--- src/rtl/multi_cycle_controller.sv ---
// Multi-cycle MIPS-style control FSM: Moore control outputs per state, opcode latched in
// DECODE, and a bounded wait on mem_ready in FETCH, MEMRD and MEMWR.
module multi_cycle_controller #(
    parameter int unsigned TIMEOUT = 16
) (
    input  logic       clk,
    input  logic       reset,
    input  logic [5:0] OPcode,
    input  logic       mem_ready,
    output logic [3:0] state,
    output logic       IorD,
    output logic       MemWrite,
    output logic       IRWrite,
    output logic       PCWrite,
    output logic       Branch,
    output logic [1:0] PCSrc,
    output logic       ALUSrcA,
    output logic [1:0] ALUSrcB,
    output logic [1:0] ALUOp,
    output logic       RegWrite,
    output logic       RegDest,
    output logic       MemtoReg,
    output logic       illegal_op,
    output logic       mem_timeout
);

    typedef enum logic [3:0] {
        StFetch  = 4'd0,
        StDecode = 4'd1,
        StMemAdr = 4'd2,
        StMemRd  = 4'd3,
        StMemWb  = 4'd4,
        StMemWr  = 4'd5,
        StExec   = 4'd6,
        StAluWb  = 4'd7,
        StBranch = 4'd8,
        StAddiEx = 4'd9,
        StAddiWb = 4'd10,
        StJump   = 4'd11
    } state_e;

    localparam logic [5:0] OpLw   = 6'b100011;
    localparam logic [5:0] OpSw   = 6'b101011;
    localparam logic [5:0] OpRtyp = 6'b000000;
    localparam logic [5:0] OpBeq  = 6'b000100;
    localparam logic [5:0] OpAddi = 6'b001000;
    localparam logic [5:0] OpJ    = 6'b000010;

    localparam logic [7:0] TimeoutLast = 8'(TIMEOUT - 1);

    state_e     state_q, state_d;
    logic [5:0] op_q, op_d;
    logic [7:0] cnt_q, cnt_d;
    logic       wait_st;
    logic       timeout_hit;
    logic       decode_legal;

    // A wait state times out only when memory is still busy on the last allowed cycle.
    always_comb begin
        wait_st     = (state_q == StFetch) || (state_q == StMemRd) || (state_q == StMemWr);
        timeout_hit = wait_st && !mem_ready && !reset && (cnt_q == TimeoutLast);
    end

    always_comb begin
        state_d      = state_q;
        op_d         = op_q;
        cnt_d        = 8'd0;
        decode_legal = 1'b1;

        case (state_q)
            StFetch: begin
                if (mem_ready) begin
                    state_d = StDecode;
                end else if (timeout_hit) begin
                    state_d = StFetch;
                end
            end
            StDecode: begin
                op_d = OPcode;
                case (OPcode)
                    OpLw, OpSw: state_d = StMemAdr;
                    OpRtyp:     state_d = StExec;
                    OpBeq:      state_d = StBranch;
                    OpAddi:     state_d = StAddiEx;
                    OpJ:        state_d = StJump;
                    default: begin
                        state_d      = StFetch;
                        decode_legal = 1'b0;
                    end
                endcase
            end
            StMemAdr: state_d = (op_q == OpLw) ? StMemRd : StMemWr;
            StMemRd: begin
                if (mem_ready) begin
                    state_d = StMemWb;
                end else if (timeout_hit) begin
                    state_d = StFetch;
                end
            end
            StMemWb: state_d = StFetch;
            StMemWr: begin
                if (mem_ready || timeout_hit) begin
                    state_d = StFetch;
                end
            end
            StExec:   state_d = StAluWb;
            StAluWb:  state_d = StFetch;
            StBranch: state_d = StFetch;
            StAddiEx: state_d = StAddiWb;
            StAddiWb: state_d = StFetch;
            StJump:   state_d = StFetch;
            default:  state_d = StFetch;
        endcase

        // Any transition (including a timeout re-entry of FETCH) restarts the wait count.
        if (wait_st && !mem_ready && !timeout_hit) begin
            cnt_d = cnt_q + 8'd1;
        end
    end

    always_ff @(posedge clk) begin
        if (reset) begin
            state_q <= StFetch;
            op_q    <= 6'd0;
            cnt_q   <= 8'd0;
        end else begin
            state_q <= state_d;
            op_q    <= op_d;
            cnt_q   <= cnt_d;
        end
    end

    assign state = state_q;

    // While reset is held the outputs look like FETCH with the load strobes gated off.
    always_comb begin
        IorD        = 1'b0;
        MemWrite    = 1'b0;
        IRWrite     = 1'b0;
        PCWrite     = 1'b0;
        Branch      = 1'b0;
        PCSrc       = 2'b00;
        ALUSrcA     = 1'b0;
        ALUSrcB     = 2'b00;
        ALUOp       = 2'b00;
        RegWrite    = 1'b0;
        RegDest     = 1'b0;
        MemtoReg    = 1'b0;
        illegal_op  = 1'b0;
        mem_timeout = 1'b0;

        if (reset) begin
            ALUSrcB = 2'b01;
        end else begin
            case (state_q)
                StFetch: begin
                    ALUSrcB     = 2'b01;
                    IRWrite     = mem_ready && !timeout_hit;
                    PCWrite     = mem_ready && !timeout_hit;
                    mem_timeout = timeout_hit;
                end
                StDecode: begin
                    ALUSrcB    = 2'b11;
                    illegal_op = !decode_legal;
                end
                StMemAdr: begin
                    ALUSrcA = 1'b1;
                    ALUSrcB = 2'b10;
                end
                StMemRd: begin
                    IorD        = 1'b1;
                    mem_timeout = timeout_hit;
                end
                StMemWb: begin
                    RegWrite = 1'b1;
                    MemtoReg = 1'b1;
                end
                StMemWr: begin
                    IorD        = 1'b1;
                    MemWrite    = !timeout_hit;
                    mem_timeout = timeout_hit;
                end
                StExec: begin
                    ALUSrcA = 1'b1;
                    ALUOp   = 2'b10;
                end
                StAluWb: begin
                    RegWrite = 1'b1;
                    RegDest  = 1'b1;
                end
                StBranch: begin
                    ALUSrcA = 1'b1;
                    ALUOp   = 2'b01;
                    Branch  = 1'b1;
                    PCSrc   = 2'b01;
                end
                StAddiEx: begin
                    ALUSrcA = 1'b1;
                    ALUSrcB = 2'b10;
                end
                StAddiWb: RegWrite = 1'b1;
                StJump: begin
                    PCWrite = 1'b1;
                    PCSrc   = 2'b10;
                end
                default: ;
            endcase
        end
    end

endmodule

--- config.mk ---
export PLATFORM = sky130hd
export DESIGN_NAME = multi_cycle_controller
export DESIGN_NICKNAME = d
export VERILOG_FILES = /design/src/rtl/multi_cycle_controller.sv
export SDC_FILE = /design/constraint.sdc
export NUM_CORES = 1
export LEC_CHECK = 0
export CAP_MARGIN = 20
export CORE_ASPECT_RATIO = 1.5
export CORE_UTILIZATION = 42
export CTS_CLUSTER_SIZE = 25
export DETAILED_ROUTE_END_ITERATION = 6
export PLACE_DENSITY = 0.7
export RECOVER_POWER = 100
export SLEW_MARGIN = 20
export SYNTH_ARGS = -nofsm -noshare
export SYNTH_HDL_FRONTEND = slang
export SYNTH_SLANG_ARGS = --single-unit
--- constraint.sdc ---
create_clock -name clk -period 1.59 [get_ports clk]
set_input_delay 0.2385 -clock clk [delete_from_list [all_inputs] [get_ports clk]]
set_output_delay 0.2385 -clock clk [all_outputs]
set_load 0.05 [all_outputs]
==> results of run 1 <==
-- kinds of logic after synthesis --
logic type                 count (synthesis)  synth area share [%]
AOI/OAI and AO/OA                         20                  11.8
xor gates and xnor gates                   8                  6.44
adders and majority gates                  1                  1.15
buffers and inverters                     13                  5.63
DFF                                       18                  33.1
muxes                                      7                  6.44
and+or+nand+nor                           72                  35.4
-- through the flow --
step	hold slack [ns]	cell area (µm²)	utilization, %
after floorplan	0.385	1310	-
after global placement	0.468	2100	85.8
after detailed placement	0.482	2100	85.8
==> impl_metrics.env, run 1 <==
export IMPL_cts_num_sinks=18
export IMPL_die_w_um=43.6
export IMPL_cts_hold_buf=0
export IMPL_gp_congestion=0.871
export IMPL_synthTopCellsByCount="nor2_1 (26), dfxtp_1 (18)"
export IMPL_place_ws_ns=-0.542
export IMPL_toolErrorMsg="[ERROR DPL-0038] Utilization greater than 100%, impossible to legalize"
export IMPL_io_pin_count=30
export IMPL_start_util_pct=44.4
export IMPL_dp_hpwl_um=2990
export IMPL_numCtsBuffers=3
export IMPL_clockBufferDepth=2
export IMPL_placed_cells=230
export IMPL_fp_dieH_um=64.4
export IMPL_outcome="did not finish"
export IMPL_rows=22
export IMPL_yosysMostFrequentCell="nor2_1"
export IMPL_synthCells=139
export IMPL_synthesis_nets=149
export IMPL_h_tree_depth=1
export IMPL_yosys_warnings=0
export IMPL_yosys_area_top_type="dfxtp_1"
export IMPL_ys_top_cells_by_area="dfxtp_1 (33%), nor2_1 (9.0%), mux2i_1 (6.4%)"
export IMPL_post_cts_resized=65
export IMPL_stop_stage="clock tree synthesis (4_1_cts)"
export IMPL_root_buffer="clkbuf_4"
export IMPL_yosys_most_used_dff="dfxtp_1"
export IMPL_synth_distinct_cells=38
export IMPL_numPortBuffers=29
export IMPL_synth_top_cell_area_share_pct=33.1
export IMPL_syn_cell_area_mm2=0.00109
export IMPL_post_cts_buffers=21
export IMPL_synth_seq_cells=18
export IMPL_synth_seq_area_share_pct=33.1
export IMPL_synth_edf_count=0
export IMPL_syn_area_per_cell_um2=7.83
export IMPL_async_flop_share_pct=0
==> run 2, diff against run 1 <==
--- a/config.mk
+++ b/config.mk
@@ -6,11 +6,10 @@
 export NUM_CORES = 1
 export LEC_CHECK = 0
 export CAP_MARGIN = 20
-export CORE_ASPECT_RATIO = 1.5
-export CORE_UTILIZATION = 42
-export CTS_CLUSTER_SIZE = 25
+export CORE_AREA = 2 2 63 65
 export DETAILED_ROUTE_END_ITERATION = 6
-export PLACE_DENSITY = 0.7
+export DIE_AREA = 0 0 65 67
+export PLACE_DENSITY_LB_ADDON = 0.15
 export RECOVER_POWER = 100
 export SLEW_MARGIN = 20
 export SYNTH_ARGS = -nofsm -noshare
==> constraint.sdc (replaced) <==
create_clock -name clk -period 2.1 [get_ports clk]
set_input_delay 0.315 -clock clk [delete_from_list [all_inputs] [get_ports clk]]
set_output_delay 0.315 -clock clk [all_outputs]
set_load 0.05 [all_outputs]
==> run 2 against run 1 <==
Effect of this change: the run now ends clean; synthesized area stayed put; synthesized cell count did not move.
==> impl_metrics.env, run 2 <==
export IMPL_syn_to_final_growth_pct=80.1
export IMPL_nFillCells=360
export IMPL_place_ws_ns=-0.0859
export IMPL_maxCapViolCount=0
export IMPL_top_register="cnt_q"
export IMPL_timing_rr_end="state[2]$_SDFFE_PP0P_"
export IMPL_cts_tree="yes"
export IMPL_slew_headroom_pct=59.9
export IMPL_crit_fanout=6
export IMPL_slowest_delay_ns=0.48
export IMPL_rsz0062_at_grt="no"
export IMPL_setup_ws_ns=0.0704
export IMPL_cpLargestDelayFamily="simple AND/OR/NAND/NOR gates"
export IMPL_cts_hold_buf=0
export IMPL_wl_um=3290
export IMPL_track_usage_pct=16.1
export IMPL_hp_class="reg2reg"
export IMPL_diodes=0
export IMPL_root_buffer="clkbuf_8"
export IMPL_swShare_pct=26.1
export IMPL_seq_area_um2=377
export IMPL_grt_pass1_wl_um=5320
export IMPL_crit_path_start="state[1]$_SDFFE_PP0P_"
export IMPL_multi_input_area_um2=793
export IMPL_fin_crit_sh_pct=96.6
export IMPL_grt_pass1_vias=1172
export IMPL_cp_arrival_ns=1.71
export IMPL_final_util_pct=54.4
export IMPL_clockBufferDepth=2
export IMPL_worst_pin_slew_ns=0.604
export IMPL_yosysMostFrequentCell="nor2_1"
export IMPL_first_pass_iters=4
export IMPL_finalMaxSlewViolations=0
export IMPL_ir_drop_mv=0.358
export IMPL_synthTopCellsByCount="nor2_1 (26), dfxtp_1 (18)"
export IMPL_yosys_most_used_dff="dfxtp_1"
export IMPL_outcome="complete, no violations"
export IMPL_yosys_area_top_type="dfxtp_1"
export IMPL_clkTransAtPathRegs_ns=0.07
export IMPL_comb_power_share_pct=21.2
export IMPL_drt_iter0_drc=62
export IMPL_synth_edf_count=0
export IMPL_seq_power_share_pct=44.1
export IMPL_powerDensity_mw_per_mm2=409
export IMPL_place_area_mm2=0.00187
export IMPL_grt_overflow=0
export IMPL_fin_area_mm2=0.00196
export IMPL_yosys_warnings=0
export IMPL_switchingPower_uw=209
export IMPL_start_util_pct=30.2
export IMPL_wl_per_cell_um=13.4
export IMPL_clock_latency_ns=0.25
export IMPL_max_freq_mhz=493
export IMPL_ys_top_cells_by_area="dfxtp_1 (33%), nor2_1 (9.0%), mux2i_1 (6.4%)"
export IMPL_gp_congestion=0.736
export IMPL_cts_num_sinks=18
export IMPL_dieArea_mm2=0.00436
export IMPL_drc_errors=0
export IMPL_coreArea_mm2=0.00361
export IMPL_layout_common_cells="buf_4 (26), nor2_1 (25), dfxtp_1 (13)"
export IMPL_num_vias=1197
export IMPL_numCtsBuffers=3
export IMPL_antenna_found_initial=0
export IMPL_io_pin_count=30
export IMPL_layout_commonest_cell="buf_4"
export IMPL_finClkSkew_ns=0.00176
export IMPL_critical_path_cell_chain="nand2b_4 -> or4_4 -> a21o_1 -> clkinvlp_4 -> buf_6 -> buf_12"
export IMPL_synthCells=139
export IMPL_clkPwrFrac_pct=34.7
export IMPL_rows=22
export IMPL_nets=209
export IMPL_fp_dieH_um=67
export IMPL_grt_max_degree=18
export IMPL_synth_top_cell_area_share_pct=33.1
export IMPL_synthesis_nets=149
export IMPL_syn_area_per_cell_um2=7.83
export IMPL_power_internal_uw=593
export IMPL_crit_path_top_delay_cell="or4_4"
export IMPL_synth_seq_area_share_pct=33.1
export IMPL_regToRegSetupSlack_ns=0.50
export IMPL_p_leak_nw=0.793
export IMPL_cp_end_kind="output pin"
export IMPL_r2r_cells=6
export IMPL_cp_num_cells=6
export IMPL_critical_path_class="reg2out"
export IMPL_vias_per_cell=4.87
export IMPL_dp_hpwl_um=2450
export IMPL_syn_cell_area_mm2=0.00109
export IMPL_h_tree_depth=1
export IMPL_min_period_ns=2.03
export IMPL_start_kind="register"
export IMPL_ant_nets=0
export IMPL_synth_seq_cells=18
export IMPL_async_flop_share_pct=0
export IMPL_worstPathRequired_ns=1.78
export IMPL_synth_distinct_cells=38
export IMPL_r2r_start="state[1]$_SDFFE_PP0P_"
export IMPL_hold_viol_final=0
export IMPL_crit_path_end="mem_timeout"
export IMPL_largest_reg_flops=8
export IMPL_drive_gt1_share_pct=39.9
export IMPL_die_w_um=65
export IMPL_crit_buf_inv=3
export IMPL_setup_viol=0
export IMPL_numPortBuffers=29
==> run 2: cell counts after synthesis <==
No cell type changed its count.
==> run 2: worst reg2reg max path, cell delays in order (launching register included) <==
cell	delay (ns)
dfxtp_4	0.38
clkbuf_2	0.15
buf_4	0.14
nor4_1	0.36
a21oi_1	0.07
or3_1	0.31
a31oi_1	0.12
==> run 2: what timing repair did <==
action,4_1_cts,5_1_grt
pin swaps,3,7
endpoints found under the setup margin,2,3
gates cloned,0,0
buffers inserted,6,9
resized for setup,13,7
==> run 2: power groups by stage <==
stage | clock, mW | combinational (mW) | sequential (mW)
2_1_floorplan | 0 | 0.0868 | 0.365
3_3_place_gp | 0 | 0.167 | 0.362
3_5_place_dp | 0 | 0.170 | 0.362
4_1_cts | 0.291 | 0.176 | 0.355
5_1_grt | 0.306 | 0.184 | 0.355
6_report | 0.278 | 0.170 | 0.354
==> run 2: through the flow <==
step / cells / hold slack [ns] / setup TNS [ns] / total power, mW
after CTS: 237 / 0.415 / -0.0149 / 0.822
after global routing: 246 / 0.429 / 0 / 0.844
after detailed placement: 227 / 0.431 / -0.180 / 0.532
final: 246 / 0.418 / 0 / 0.802
after global placement: 227 / 0.421 / -0.0747 / 0.528
after floorplan: 139 / 0.411 / -0.0880 / 0.452
==> run 2: layout make-up <==
class                   instances  share of cell area [%]
multi-input cells             108                    40.5
repair buffers                 64                    33.5
flip-flops and latches         18                    19.2
well taps                      48                    3.06
clock buffers                   4                    2.81
inverters                       4                   0.957
==> run 2: metal layers <==
metal	vias up	GRT usage (%)	routed length, µm
met2	30	29.0	1680
li1	607	-	-
met1	553	19.4	1420
met5	-	0	0
met4	0	3.19	36
met3	7	3.72	146
==> run 2: cells by family after synthesis <==
| group | synth area share [%] |
|---|---|
| AND/OR/NAND/NOR | 35.4 |
| AO/OA/AOI/OAI | 11.8 |
| flip-flops | 33.1 |
| buffers and inverters | 5.63 |
| XOR/XNOR | 6.44 |
| multiplexers | 6.44 |
| adder cells (fa/ha/maj) | 1.15 |
==> run 2: worst min path at each step <==
stage / end / from / slack [ns] / cells after the start
6_report: cnt_q[0]$_SDFF_PP0_ / cnt_q[0]$_SDFF_PP0_ / 0.42 / 1
5_1_grt: cnt_q[0]$_SDFF_PP0_ / cnt_q[0]$_SDFF_PP0_ / 0.43 / 1
4_1_cts: cnt_q[0]$_SDFF_PP0_ / cnt_q[0]$_SDFF_PP0_ / 0.41 / 1
3_5_place_dp: cnt_q[0]$_SDFF_PP0_ / cnt_q[0]$_SDFF_PP0_ / 0.43 / 1
3_3_place_gp: cnt_q[0]$_SDFF_PP0_ / cnt_q[0]$_SDFF_PP0_ / 0.42 / 1
2_1_floorplan: cnt_q[0]$_SDFF_PP0_ / cnt_q[0]$_SDFF_PP0_ / 0.41 / 1
Note: power is estimated with default switching activity, not from simulation.
